`config.mk`:
```
export PLATFORM = sky130hd
export DESIGN_NAME = if_fetch_queue
export DESIGN_NICKNAME = d
export VERILOG_FILES = /design/src/rtl/if_fetch_queue_pkg.sv /design/src/rtl/if_fifo.sv /design/src/rtl/if_fetch_queue.sv
export SDC_FILE = /design/constraint.sdc
export NUM_CORES = 1
export LEC_CHECK = 0
export BUFFER_PORTS_ARGS = -buffer_cell sky130_fd_sc_hd__buf_4
export CAP_MARGIN = 25
export CORE_ASPECT_RATIO = 2
export CORE_MARGIN = 4
export CORE_UTILIZATION = 45
export DETAILED_ROUTE_END_ITERATION = 7
export PLACE_DENSITY = 0.73
export SYNTH_ARGS = -nofsm -noshare
export SYNTH_HDL_FRONTEND = slang
export SYNTH_SLANG_ARGS = --single-unit
```
`constraint.sdc`:
```
create_clock -name clk_i -period 4.4 [get_ports clk_i]
set_input_delay 0.44 -clock clk_i [delete_from_list [all_inputs] [get_ports clk_i]]
set_output_delay 0.44 -clock clk_i [all_outputs]
set_load 0.05 [all_outputs]
```
`src/rtl/if_fetch_queue_pkg.sv`:
```
// Shared types and widths for the fetch-side queue.
//   PC_WIDTH / INSTR_WIDTH / XLEN : datapath widths used across the core.
//   ifq_state_t                   : fetch state (RUN fetching, HALT after a faulting fetch).
//   ifq_entry_t                   : one captured fetch packet as stored in the queue.
package if_fetch_queue_pkg;

    localparam int unsigned PC_WIDTH    = 64;
    localparam int unsigned INSTR_WIDTH = 32;
    localparam int unsigned XLEN        = 64;

    localparam int unsigned IFQ_ENTRY_WIDTH = PC_WIDTH + INSTR_WIDTH + 3;

    typedef enum logic {
        IFQ_RUN  = 1'b0,
        IFQ_HALT = 1'b1
    } ifq_state_t;

    typedef struct packed {
        logic [PC_WIDTH-1:0]    pc;
        logic [INSTR_WIDTH-1:0] instr;
        logic                   prdt_taken;
        logic                   pc_misalign;
        logic                   bus_err;
    } ifq_entry_t;

endpackage

```
`src/rtl/if_fifo.sv`:
```
// Generic synchronous FIFO.
//   clk_i / rst_i : clock, synchronous active-high reset (zeroes storage too).
//   clr_i         : empties the FIFO (pointers and count) without touching storage.
//   wr_en_i / wr_data_i : push request and data; accepted when not full, or when
//                         full and a pop happens in the same cycle.
//   rd_en_i / rd_data_o : pop request; rd_data_o is always the head entry.
//   empty_o / full_o    : occupancy flags.
module if_fifo #(
    parameter int unsigned WIDTH = 8,
    parameter int unsigned DEPTH = 2
) (
    input  logic             clk_i,
    input  logic             rst_i,
    input  logic             clr_i,
    input  logic             wr_en_i,
    input  logic [WIDTH-1:0] wr_data_i,
    input  logic             rd_en_i,
    output logic [WIDTH-1:0] rd_data_o,
    output logic             empty_o,
    output logic             full_o
);

    localparam int unsigned AW = $clog2(DEPTH);

    logic [WIDTH-1:0] mem [DEPTH];
    logic [AW-1:0]    rd_ptr;
    logic [AW-1:0]    wr_ptr;
    logic [AW:0]      count;
    logic             do_rd;
    logic             do_wr;

    assign empty_o   = (count == '0);
    assign full_o    = (count == (AW+1)'(DEPTH));
    assign rd_data_o = mem[rd_ptr];

    assign do_rd = rd_en_i & ~empty_o;
    // A pop in the same cycle frees the slot the push lands in.
    assign do_wr = wr_en_i & (~full_o | do_rd);

    always_ff @(posedge clk_i) begin
        if (rst_i) begin
            rd_ptr <= '0;
            wr_ptr <= '0;
            count  <= '0;
            for (int unsigned i = 0; i < DEPTH; i++) begin
                mem[i] <= '0;
            end
        end else if (clr_i) begin
            rd_ptr <= '0;
            wr_ptr <= '0;
            count  <= '0;
        end else begin
            if (do_wr) begin
                mem[wr_ptr] <= wr_data_i;
                wr_ptr      <= wr_ptr + 1'b1;
            end
            if (do_rd) begin
                rd_ptr <= rd_ptr + 1'b1;
            end
            count <= count + (AW+1)'(do_wr) - (AW+1)'(do_rd);
        end
    end

endmodule

```
`src/rtl/if_fetch_queue.sv`:
```
// Fetch-side sequential stage around the combinational IF unit.
//   IF_pc_o              : registered fetch PC driving the IF unit.
//   ifu_*_i              : IF unit results for IF_pc_o, valid in the same cycle.
//   if_flush_i/flush_pc_i: redirect; empties the queue and reloads the PC.
//   id_valid_o/id_ready_i: handshake towards ID; id_* carry the head packet.
//   ifq_halted_o         : fetch stopped after a faulting fetch, until a flush.
module if_fetch_queue
    import if_fetch_queue_pkg::*;
#(
    parameter logic [PC_WIDTH-1:0] RESET_PC = 64'h0000_0000_8000_0000,
    parameter int unsigned         DEPTH    = 2
) (
    input  logic                   clk_i,
    input  logic                   rst_i,
    output logic [PC_WIDTH-1:0]    IF_pc_o,
    input  logic [PC_WIDTH-1:0]    ifu_pc_next_i,
    input  logic [INSTR_WIDTH-1:0] ifu_instr_i,
    input  logic                   ifu_prdt_taken_i,
    input  logic                   ifu_pc_misalign_i,
    input  logic                   ifu_bus_err_i,
    input  logic                   if_flush_i,
    input  logic [PC_WIDTH-1:0]    flush_pc_i,
    output logic                   id_valid_o,
    input  logic                   id_ready_i,
    output logic [PC_WIDTH-1:0]    id_pc_o,
    output logic [INSTR_WIDTH-1:0] id_instr_o,
    output logic                   id_prdt_taken_o,
    output logic                   id_pc_misalign_o,
    output logic                   id_bus_err_o,
    output logic                   ifq_halted_o
);

    ifq_state_t                 state_q;
    ifq_state_t                 state_d;
    logic [PC_WIDTH-1:0]        pc_q;
    ifq_entry_t                 wr_entry;
    ifq_entry_t                 rd_entry;
    logic [IFQ_ENTRY_WIDTH-1:0] rd_data;
    logic                       empty;
    logic                       full;
    logic                       deq;
    logic                       space;
    logic                       enq;
    logic                       fault;

    assign deq   = id_valid_o & id_ready_i;
    assign space = ~full | deq;
    assign enq   = (state_q == IFQ_RUN) & space & ~if_flush_i;
    assign fault = ifu_pc_misalign_i | ifu_bus_err_i;

    assign wr_entry = '{
        pc:          pc_q,
        instr:       ifu_instr_i,
        prdt_taken:  ifu_prdt_taken_i,
        pc_misalign: ifu_pc_misalign_i,
        bus_err:     ifu_bus_err_i
    };

    if_fifo #(
        .WIDTH(IFQ_ENTRY_WIDTH),
        .DEPTH(DEPTH)
    ) u_fifo (
        .clk_i    (clk_i),
        .rst_i    (rst_i),
        .clr_i    (if_flush_i),
        .wr_en_i  (enq),
        .wr_data_i(wr_entry),
        .rd_en_i  (deq),
        .rd_data_o(rd_data),
        .empty_o  (empty),
        .full_o   (full)
    );

    assign rd_entry = ifq_entry_t'(rd_data);

    assign IF_pc_o          = pc_q;
    assign id_valid_o       = ~empty;
    assign id_pc_o          = rd_entry.pc;
    assign id_instr_o       = rd_entry.instr;
    assign id_prdt_taken_o  = rd_entry.prdt_taken;
    assign id_pc_misalign_o = rd_entry.pc_misalign;
    assign id_bus_err_o     = rd_entry.bus_err;
    assign ifq_halted_o     = (state_q == IFQ_HALT);

    always_ff @(posedge clk_i) begin
        if (rst_i) begin
            state_q <= IFQ_RUN;
            pc_q    <= RESET_PC;
        end else begin
            state_q <= state_d;
            if (if_flush_i) begin
                pc_q <= flush_pc_i;
            end else if (enq) begin
                pc_q <= ifu_pc_next_i;
            end
        end
    end

    // The faulting packet is still enqueued; only later fetches are blocked.
    always_comb begin
        state_d = state_q;
        if (if_flush_i) begin
            state_d = IFQ_RUN;
        end else if (enq && fault) begin
            state_d = IFQ_HALT;
        end
    end

endmodule

```
Word-level counts from Yosys, hierarchy flattened
Memory sizes are Yosys's and may differ from the RTL's. A register that Yosys moved wholly into a read port is not among the register bits.
Index checks and enable logic that the tools add are counted.
- input bits: 167
- RAM bits: 198
- memories: 1
- bits in registers: 69
- memory list (name ; depth ; width ; read ports ; clocked after memory_dff ; wr ports ; RTL line ; source):
    u_fifo.mem ; 2 ; 99 ; 1 ; 1 ; 2 ; if_fifo.sv:25 ; logic [WIDTH-1:0] mem [DEPTH];
- $add $sub $neg: 4
- bitwise operators: 12
- equal/unequal tests: 1
- reductions and logical operators: 5
- multiplexer cells: 13
- operators with widths (operator ; count):
    two-way mux 64 bit ; 2
    two-way mux 99 bit ; 1
    OR reduction 99 bit ; 1
    two-way mux 1 bit ; 10
    bitwise AND 1 bit ; 5
    NOT 1 bit ; 4
    bitwise OR 1 bit ; 3
    adder 1 bit (second input constant) ; 2
    adder 2 x 1 -> 2 bit ; 1
    == test 2 bit (second input constant) ; 1
    logical NOT 2 bit ; 1
    nonzero test 2 bit ; 1
    OR reduction 2 bit ; 1
    subtractor 2 x 1 -> 2 bit ; 1
    logical AND 1 bit ; 1

Longest topological paths before layout
Gate-level depths: netlist (run 1).
- depth in word-level cells: 13
- depth in mapped cells: 7
- depth with buffers taken out: 7

Modules after synthesis
Synthesis (run 1) repeated with hierarchy kept, for this count alone.
- cell total of the unflattened synthesis: 1008
- area, all modules: 12404.4 µm²
- by module, submodules not included (module ; seq. area each (µm²) ; area an instance (µm²) ; cells an instance ; times used):
    if_fifo ; 6045.8 ; 8732.1 ; 558 ; 1
    if_fetch_queue ; 1301.2 ; 3672.3 ; 450 ; 1

Worst setup path after synthesis (run 1)
Ideal clock, no wire load.
- path type: input port to flip-flop
- start point: input port rst_i
- end point: memory u_fifo.mem[0][0] in the netlist's numbering (enable)
- data arrival time: 3.675 ns
- library setup time: 0.474 ns
- setup slack: 0.250 ns
- stages on the path: 4
- path buffers: 3
- cell sequence: clkbuf_1 -> clkbuf_1 -> clkbuf_1 -> nand2b_1
- RTL lines (element ; RTL line ; source):
    from (decl) ; if_fetch_queue.sv:14 ; input logic rst_i,
    to (decl) ; if_fifo.sv:25 ;

==> results.cfg, run 1 <==
[detailed_routing]
drc_errors = 0
dr.first_iter.drc_count = 389
via_count = 8659
routed_wl_um = 31370
dr.pass1.iters = 5
vias_per_cell = 5.142
avgRoutedWirePerCell_um = 18.63
final_antenna_net_count = 0

[die]
row_count = 84
dieArea_mm2 = 0.02986
die_w_um = 124.2
start_util = 0.4589
ios = 332
die_h_um = 240.4
core_mm2 = 0.02649

[clock_tree]
cts.hold.buffers_added = 0
insertion_delay_ns = 0.52
cts_root_buf = clkbuf_16
clk_pin_slew_ns = 0.07
postCtsSetupBuffers = 0
ctsResizeCount = 0
cts-buffers-inserted = 24
h-tree-depth = 1
clk_path_buf_depth = 3
cts_tree = built
cts.sinks = 268

[synthesis]
ys_ff_latch = 268
avgSynthCellArea_um2 = 11.73
synth_top_cell_area_share = 0.4892
yosysTopAreaCell = edfxtp_1
syn_area_mm2 = 0.01215
ys.flop_type = edfxtp_1
synth_nets = 1205
ys_top_cells_by_count = edfxtp_1, and2_1, nor2_1
synthTopCellsByArea = edfxtp_1, dfxtp_1, mux2_2
ys.warnings.count = 0
async_reset_ff_frac = 0
seq_area_frac_synth = 0.6046
ys_types = 34
synth.most_common_cell = edfxtp_1
synth-edff-count = 198
synthCells = 1036

[timing]
tns_ns = 0
hold_viol = 0
rsz0062_at_grt = no
tightest_slew_ns = 0.9693
fmax_mhz = 344.0
max_slew_margin = 0.3538
finalMaxSlewViolations = 0
min_period_over_period = 0.6608
finalSetupViolations = 0
fin_skew_ns = 0.01116
finalCriticalPeriod_ns = 2.907

[cells_and_area]
finish.net_count = 1488
area_growth_pct = 28.72
drive_gt1_frac = 0.3665
final_cells = 1684
final_util = 0.5907

[setup_path]
crit_type = flip-flop to primary output
crit_chain = buf_4, mux2_2, buf_4
cp_common_cell = buf_4
crit_family = flip-flops
slowest_stage = dfxtp_4
crit_buf_inv = 2
cpPeakStageDelay_ns = 0.87
cp.required_ns = 3.96
worstSetupEndpointType = primary output
cp-start-kind = flip-flop
cp_data_arrival_time_ns = 2.47
worstPathMaxFanout = 58

[power]
power.total_mw = 6.445
p_leak_nw = 6.763
power-per-cell-area_mw_per_mm2 = 412.0
irDropWorstVdd_mv = 0.3814

[status]
status = completed

[global_route]
grt_max_degree = 76
grt_pass1_vias = 8676
grt_overflow = 0
grt_use_total = 0.2000
grt_first_pass_wirelength_um = 47540
antenna_found_initial = 4

[hold_path]
min_path_type = input port to flip-flop

[placement]
placed_cells = 1637
place_congestion = 0.8218
port-buffer-count = 331
hpwl_um = 21590

[flow_run]
maxCapViolCount = 0
==> report_power, final <==
group	total (mW)	switching (mW)	leakage, nW	internal, mW
Sequential	2.99	0.0925	2.68	2.90
Combinational	1.27	0.835	3.68	0.440
Clock	2.18	0.901	0.402	1.28
==> worst paths after layout <==
check / slack (ns) / cells after the start / end / startpoint
setup / recovery: 1.49 / 3 / id_pc_o[23] / flip-flop
hold / removal: 0.16 / 2 / IF_pc_o[59] / ifu_pc_next_i[59]
setup reg to reg: 1.51 / 5 / IF_pc_o[25] / u_fifo.count[1]
hold reg to reg: 0.53 / 2 / flip-flop / u_fifo.rd_ptr
==> stage by stage <==
stage	instance area (um^2)	worst slack [ns]	hold slack (ns)
after CTS	15640	1.423	0.1346
after global routing	15640	1.318	0.1461
after floorplan	12150	0.2501	0.5024
after global placement	14820	1.327	0.5216
after detailed placement	14820	1.314	0.5300
final	15640	1.493	0.1576
==> per-layer routing <==
| layer | track usage | vias up | wire length [um] |
|---|---|---|---|
| met5 | 0 | - | 15 |
| met4 | 0.1011 | 2 | 1515 |
| met3 | 0.03713 | 67 | 1816 |
| met2 | 0.3720 | 278 | 17300 |
| met1 | 0.2153 | 4095 | 10730 |
| li1 | - | 4217 | - |
==> area by class of cell <==
type,count,area (um^2)
Antenna cell,3,7.507
Clock buffer,31,648.1
Clock inverter,13,166.4
Fill cell,2252,10840
Inverter,65,244.0
Multi-Input combinational cell,615,4177
Sequential cell,268,7352
Tap cell,344,430.4
Timing Repair Buffer,345,2619
==> placed cells by master (no fill, tap or decap), types with 25 or more instances in the layout <==
master,instances
a21oi_1,63
and2_1,132
buf_4,342
clkbuf_16,25
dfxtp_1,68
edfxtp_1,198
inv_1,65
mux2_2,99
nand2b_1,33
nor2_1,132
o21ai_0,58
o311a_1,63
==> logic make-up after synthesis <==
family          after synthesis  share of synthesized area
simple gates                318                     0.1391
buf+inv                     153                    0.05446
xor+xnor                      2                   0.001442
compound gates              194                     0.1067
flops                       268                     0.6046
mux                          99                    0.09173
fa+ha+maj                     2                   0.002059
==> worst reg2reg max path, delay by kind of cell, from the launching register on <==
kind	cells	cell delay, ns
simple gates	2	1.17
buf+inv	2	1.06
compound gates	1	0.20
flops	1	0.38
==> flip-flops by register name, indices dropped and copies added (netlist names), named ones only <==
name	flops
u_fifo.mem	198
u_fifo.rd_ptr	1
ifq_halted_o	1
u_fifo.wr_ptr	1
u_fifo.count	2
IF_pc_o	64
Note: power is estimated with default switching activity, not from simulation.
==> run 2, diff against run 1 <==
==> constraint.sdc (replaced) <==
create_clock -name clk_i -period 2.5 [get_ports clk_i]
set_input_delay 0.25 -clock clk_i [delete_from_list [all_inputs] [get_ports clk_i]]
set_output_delay 0.25 -clock clk_i [all_outputs]
set_load 0.05 [all_outputs]
==> run 2 against run 1 <==
  * Total power increased by 71%
  * Cell area increased by 3.7%
  * Via count increased by 4.1%
  * Setup slack got worse by 1.3 ns
  * Largest power group unchanged
==> results.cfg, run 2 (same netlist as run 1, synthesis figures left out) <==
[setup_path]
cp-start-kind = flip-flop
crit_type = flip-flop to primary output
cp_data_arrival_time_ns = 2.09
worstSetupEndpointType = primary output
worstPathMaxFanout = 57
cp.required_ns = 2.25
rr_worst_depth = 5

[die]
ios = 332
die_w_um = 124.2
start_util = 0.4589
dieArea_mm2 = 0.02986
core_mm2 = 0.02649
die_h_um = 240.4
row_count = 84

[power]
power-per-cell-area_mw_per_mm2 = 677.8
irDropWorstVdd_mv = 0.5908
p_leak_nw = 6.998

[timing]
hold_viol = 0
finalCriticalPeriod_ns = 2.339
fmax_mhz = 427.6
max_slew_margin = 0.4595
tightest_slew_ns = 0.8108
rsz0062_at_grt = no
fin_ws_ns = 0.1613
finalSetupViolations = 0
tns_ns = 0
min_period_over_period = 0.9355
finalMaxSlewViolations = 0
fin_skew_ns = 0.006744

[clock_tree]
insertion_delay_ns = 0.51
cts.hold.buffers_added = 62
cts-buffers-inserted = 23
cts.sinks = 268
h-tree-depth = 1
clk_path_buf_depth = 3
ctsResizeCount = 0
postCtsSetupBuffers = 0
clk_pin_slew_ns = 0.07
cts_root_buf = clkbuf_16
cts_tree = built

[placement]
dp_slack_ns = 0.3876
hpwl_um = 22390
port-buffer-count = 331
place_congestion = 0.8208
placed_cells = 1643

[hold_path]
min_path_type = input port to flip-flop
hold_depth = 2

[cells_and_area]
largest_reg_flops = 198
regArea_mm2 = 0.007352
largest_register = u_fifo.mem
final_cells = 1746
final_common_cell = buf_4
multi_input_area_mm2 = 0.004177
final_util = 0.6123
final_cell_mix = buf_4, edfxtp_1, nor2_1, and2_1, mux2_2
drive_gt1_frac = 0.3509
area_growth_pct = 33.45
fillers = 2182
finish.net_count = 1555
num_antenna_cells = 0

[global_route]
grt_overflow = 0
grt_first_pass_wirelength_um = 50550
grt_pass1_vias = 9288
grt_use_total = 0.2115
antenna_found_initial = 0
grt_max_degree = 199

[detailed_routing]
vias_per_cell = 5.160
dr.pass1.iters = 5
avgRoutedWirePerCell_um = 18.99
final_antenna_net_count = 0
via_count = 9010
drc_errors = 0
dr.first_iter.drc_count = 455
routed_wl_um = 33150

[status]
status = completed

[flow_run]
maxCapViolCount = 0
run 2: cell types whose count changed in the layout (fill, tap and decap cells not counted):
cell	delta
buf_12	+3
buf_4	+3
bufinv_16	-3
clkbuf_16	-2
clkbuf_8	+1
clkinv_1	+1
clkinv_2	-1
clkinv_4	-1
clkinvlp_4	+2
diode_2	-3
dlygate4sd3_1	+62
run 2: critical path: stages, from the launching register on:
cell and delay, ns:
dfxtp_4 0.57, buf_12 0.35, mux2_2 0.42, buf_4 0.20
run 2: power by group:
| part | switching, mW | internal, mW |
|---|---|---|
| Combinational | 1.52 | 0.851 |
| Clock | 1.54 | 1.83 |
| Sequential | 0.155 | 5.10 |
| Total | 3.21 | 7.78 |
run 2: worst paths after layout:
check | from | end | slack (ns)
setup / recovery | flip-flop | id_instr_o[7] | 0.16
hold / removal | ifu_pc_next_i[9] | IF_pc_o[9] | 0.04
setup reg to reg | u_fifo.count[1] | IF_pc_o[9] | 0.39
hold reg to reg | u_fifo.rd_ptr | flip-flop | 0.55
run 2: layout make-up:
type | count | share of cell area
Clock buffer | 30 | 0.03773
Clock inverter | 11 | 0.005015
Inverter | 65 | 0.01504
Multi-Input combinational cell | 615 | 0.2575
Sequential cell | 268 | 0.4533
Tap cell | 344 | 0.02654
Timing Repair Buffer | 413 | 0.2048
run 2: metal layers:
metal  vias up  GRT usage  part of all wire
li1       4333          -                 -
met1      4320     0.2244              0.35
met3        72    0.03513             0.051
met5         -          0                 0
met4         0     0.1008             0.048
met2       285     0.4031              0.55
run 2: through the flow:
step / power, mW / instance area [um^2] / hold slack (ns)
floorplan: 6.805 / 12170 / 0.4136
global placement: 7.619 / 14900 / 0.4983
detailed placement: 7.657 / 14900 / 0.5020
CTS: 11.09 / 16220 / 0.01804
global route: 11.40 / 16220 / 0.02022
finish: 10.99 / 16220 / 0.03748
==> run 3, diff against run 2 <==
--- a/config.mk
+++ b/config.mk
@@ -5,7 +5,7 @@
 export SDC_FILE = /design/constraint.sdc
 export NUM_CORES = 1
 export LEC_CHECK = 0
-export BUFFER_PORTS_ARGS = -buffer_cell sky130_fd_sc_hd__buf_4
+export BUFFER_PORTS_ARGS = -buffer_cell sky130_fd_sc_hd__buf_2
 export CAP_MARGIN = 25
 export CORE_ASPECT_RATIO = 2
 export CORE_MARGIN = 4
==> run 3 against run 2 <==
  * Cell count is 0.29% higher
  * Flip-flop and latch count stayed put
  * Routed wire length is 2.7% lower
  * Sequential power hardly changed
  * Global-route usage is 0.62 points lower
  * Register-to-register slack worse by 0.19 ns
  * Utilization is 2.8 points lower
  * Total power is 0.64% lower
  * Critical endpoint is now u_fifo.mem[1][95]
==> results.cfg, run 3 (same netlist as run 1, synthesis figures left out) <==
[global_route]
grt_pass1_vias = 9107
grt_max_degree = 199
grt_first_pass_wirelength_um = 49000
antenna_found_initial = 4
grt_use_total = 0.2052
grt_overflow = 0

[clock_tree]
postCtsSetupBuffers = 0
cts-buffers-inserted = 24
insertion_delay_ns = 0.52
clk_path_buf_depth = 3
cts.sinks = 268
cts_root_buf = clkbuf_16
h-tree-depth = 1
clk_pin_slew_ns = 0.07
cts_tree = built

[detailed_routing]
dr.pass1.iters = 5
vias_per_cell = 5.144
routed_wl_um = 32250
via_count = 9008
final_antenna_net_count = 0
drc_errors = 0
dr.first_iter.drc_count = 494
avgRoutedWirePerCell_um = 18.42

[placement]
port-buffer-count = 331
place_congestion = 0.8587
hpwl_um = 21960
dpl-instance-area_mm2 = 0.01410

[setup_path]
cp.depth = 4
worstSetupEndpointType = flip-flop
rr_worst_depth = 4
crit_buf_inv = 1
slowest_stage = nor4b_4
worstPathMaxFanout = 47
worstSetupStartpoint = ifq_halted_o
crit_chain = or2_4, nor4b_4, buf_4, and2_1
cpPeakStageDelay_ns = 0.82
crit_type = flip-flop to flip-flop
crit_path_end = u_fifo.mem[1][95]
r2r_end = u_fifo.mem[1][95]
r2r_setup_slack_ns = 0.20
cp-start-kind = flip-flop
r2r-start = ifq_halted_o
cp_data_arrival_time_ns = 2.69
cp.required_ns = 2.89
crit_family = simple AND/OR/NAND/NOR gates

[die]
die_h_um = 240.4
core_mm2 = 0.02649
row_count = 84
ios = 332
die_w_um = 124.2
dieArea_mm2 = 0.02986
start_util = 0.4589

[status]
status = completed

[timing]
fin_skew_ns = 0.007907
hold_viol = 0
rsz0062_at_grt = no
tightest_slew_ns = 0.9828
fmax_mhz = 434.2
tns_ns = 0
max_slew_margin = 0.3420
finalMaxSlewViolations = 0
finalCriticalPeriod_ns = 2.303
min_period_over_period = 0.9212
finalSetupViolations = 0

[cells_and_area]
finish.net_count = 1556
final_cell_mix = buf_2, edfxtp_1, nor2_1, and2_1, mux2_2
largest_reg_flops = 198
fin_area_mm2 = 0.01546
largest_register = u_fifo.mem
drive_gt1_frac = 0.3523
final_common_cell = buf_2
final_util = 0.5839
area_growth_pct = 27.25

[power]
p_leak_nw = 6.829
irDropWorstVdd_mv = 0.6343
power-per-cell-area_mw_per_mm2 = 706.3

[hold_path]
min_path_type = input port to flip-flop

[flow_run]
maxCapViolCount = 0
run 3: changes by cell type in the layout (fill, tap and decap cells not counted), moves of 2 or more:
cell        before  now
diode_2          0    2
buf_4          345   15
clkbuf_8         1    4
clkbuf_16       23   25
clkinvlp_4       2    0
buf_2            0  329
run 3: worst min-delay path by stage:
stage               depth (start not counted)          endpoint              start
detailed placement                          2       IF_pc_o[58]  ifu_pc_next_i[58]
global placement                            2       IF_pc_o[46]  ifu_pc_next_i[46]
global route                                2  u_fifo.mem[0][0]      ifu_bus_err_i
CTS                                         2  u_fifo.mem[0][0]      ifu_bus_err_i
finish                                      2  u_fifo.mem[1][1]  ifu_pc_misalign_i
floorplan                                   1        IF_pc_o[0]   ifu_pc_next_i[0]
run 3: metrics by stage:
stage	hold WS, ns	cells	power [mW]	setup WS (ns)
after detailed placement	0.5037	1644	7.435	0.1176
final	0.03478	1751	10.92	0.1971
after global placement	0.4976	1644	7.400	0.1400
after CTS	0.006504	1749	11.04	0.09903
after floorplan	0.4136	1036	6.805	0.03242
after global routing	0.02401	1750	11.33	0.03105
run 3: area by class of cell:
cell class                 count  area [um^2]
clock inverter                 9        41.29
tap                          344        430.4
sequential                   268         7352
multi-input combinational    615         4177
timing repair buffer         413         2512
inverter                      65        244.0
clock buffer                  35        703.2
fill                        2248        11020
antenna                        2        5.005
run 3: where the power goes:
part,total [mW],internal [mW],switching (mW),leakage (nW)
Sequential,5.25,5.10,0.148,2.68
Combinational,2.15,0.649,1.50,3.77
Clock,3.52,1.95,1.57,0.370
run 3: repair_timing:
| item | 4_1_cts | 5_1_grt |
|---|---|---|
| gates resized for setup | 0 | 1 |
| setup endpoints to repair | 0 | 1 |
| hold buffers | 61 | 0 |
| endpoints found under the hold margin | 61 | 0 |
run 3: per-layer routing:
layer	GRT usage	part of all wire	vias up
met1	0.2184	0.35	4281
met2	0.3909	0.55	292
met3	0.03290	0.052	83
met4	0.09844	0.049	4
li1	-	-	4348
met5	0	0.00081	-
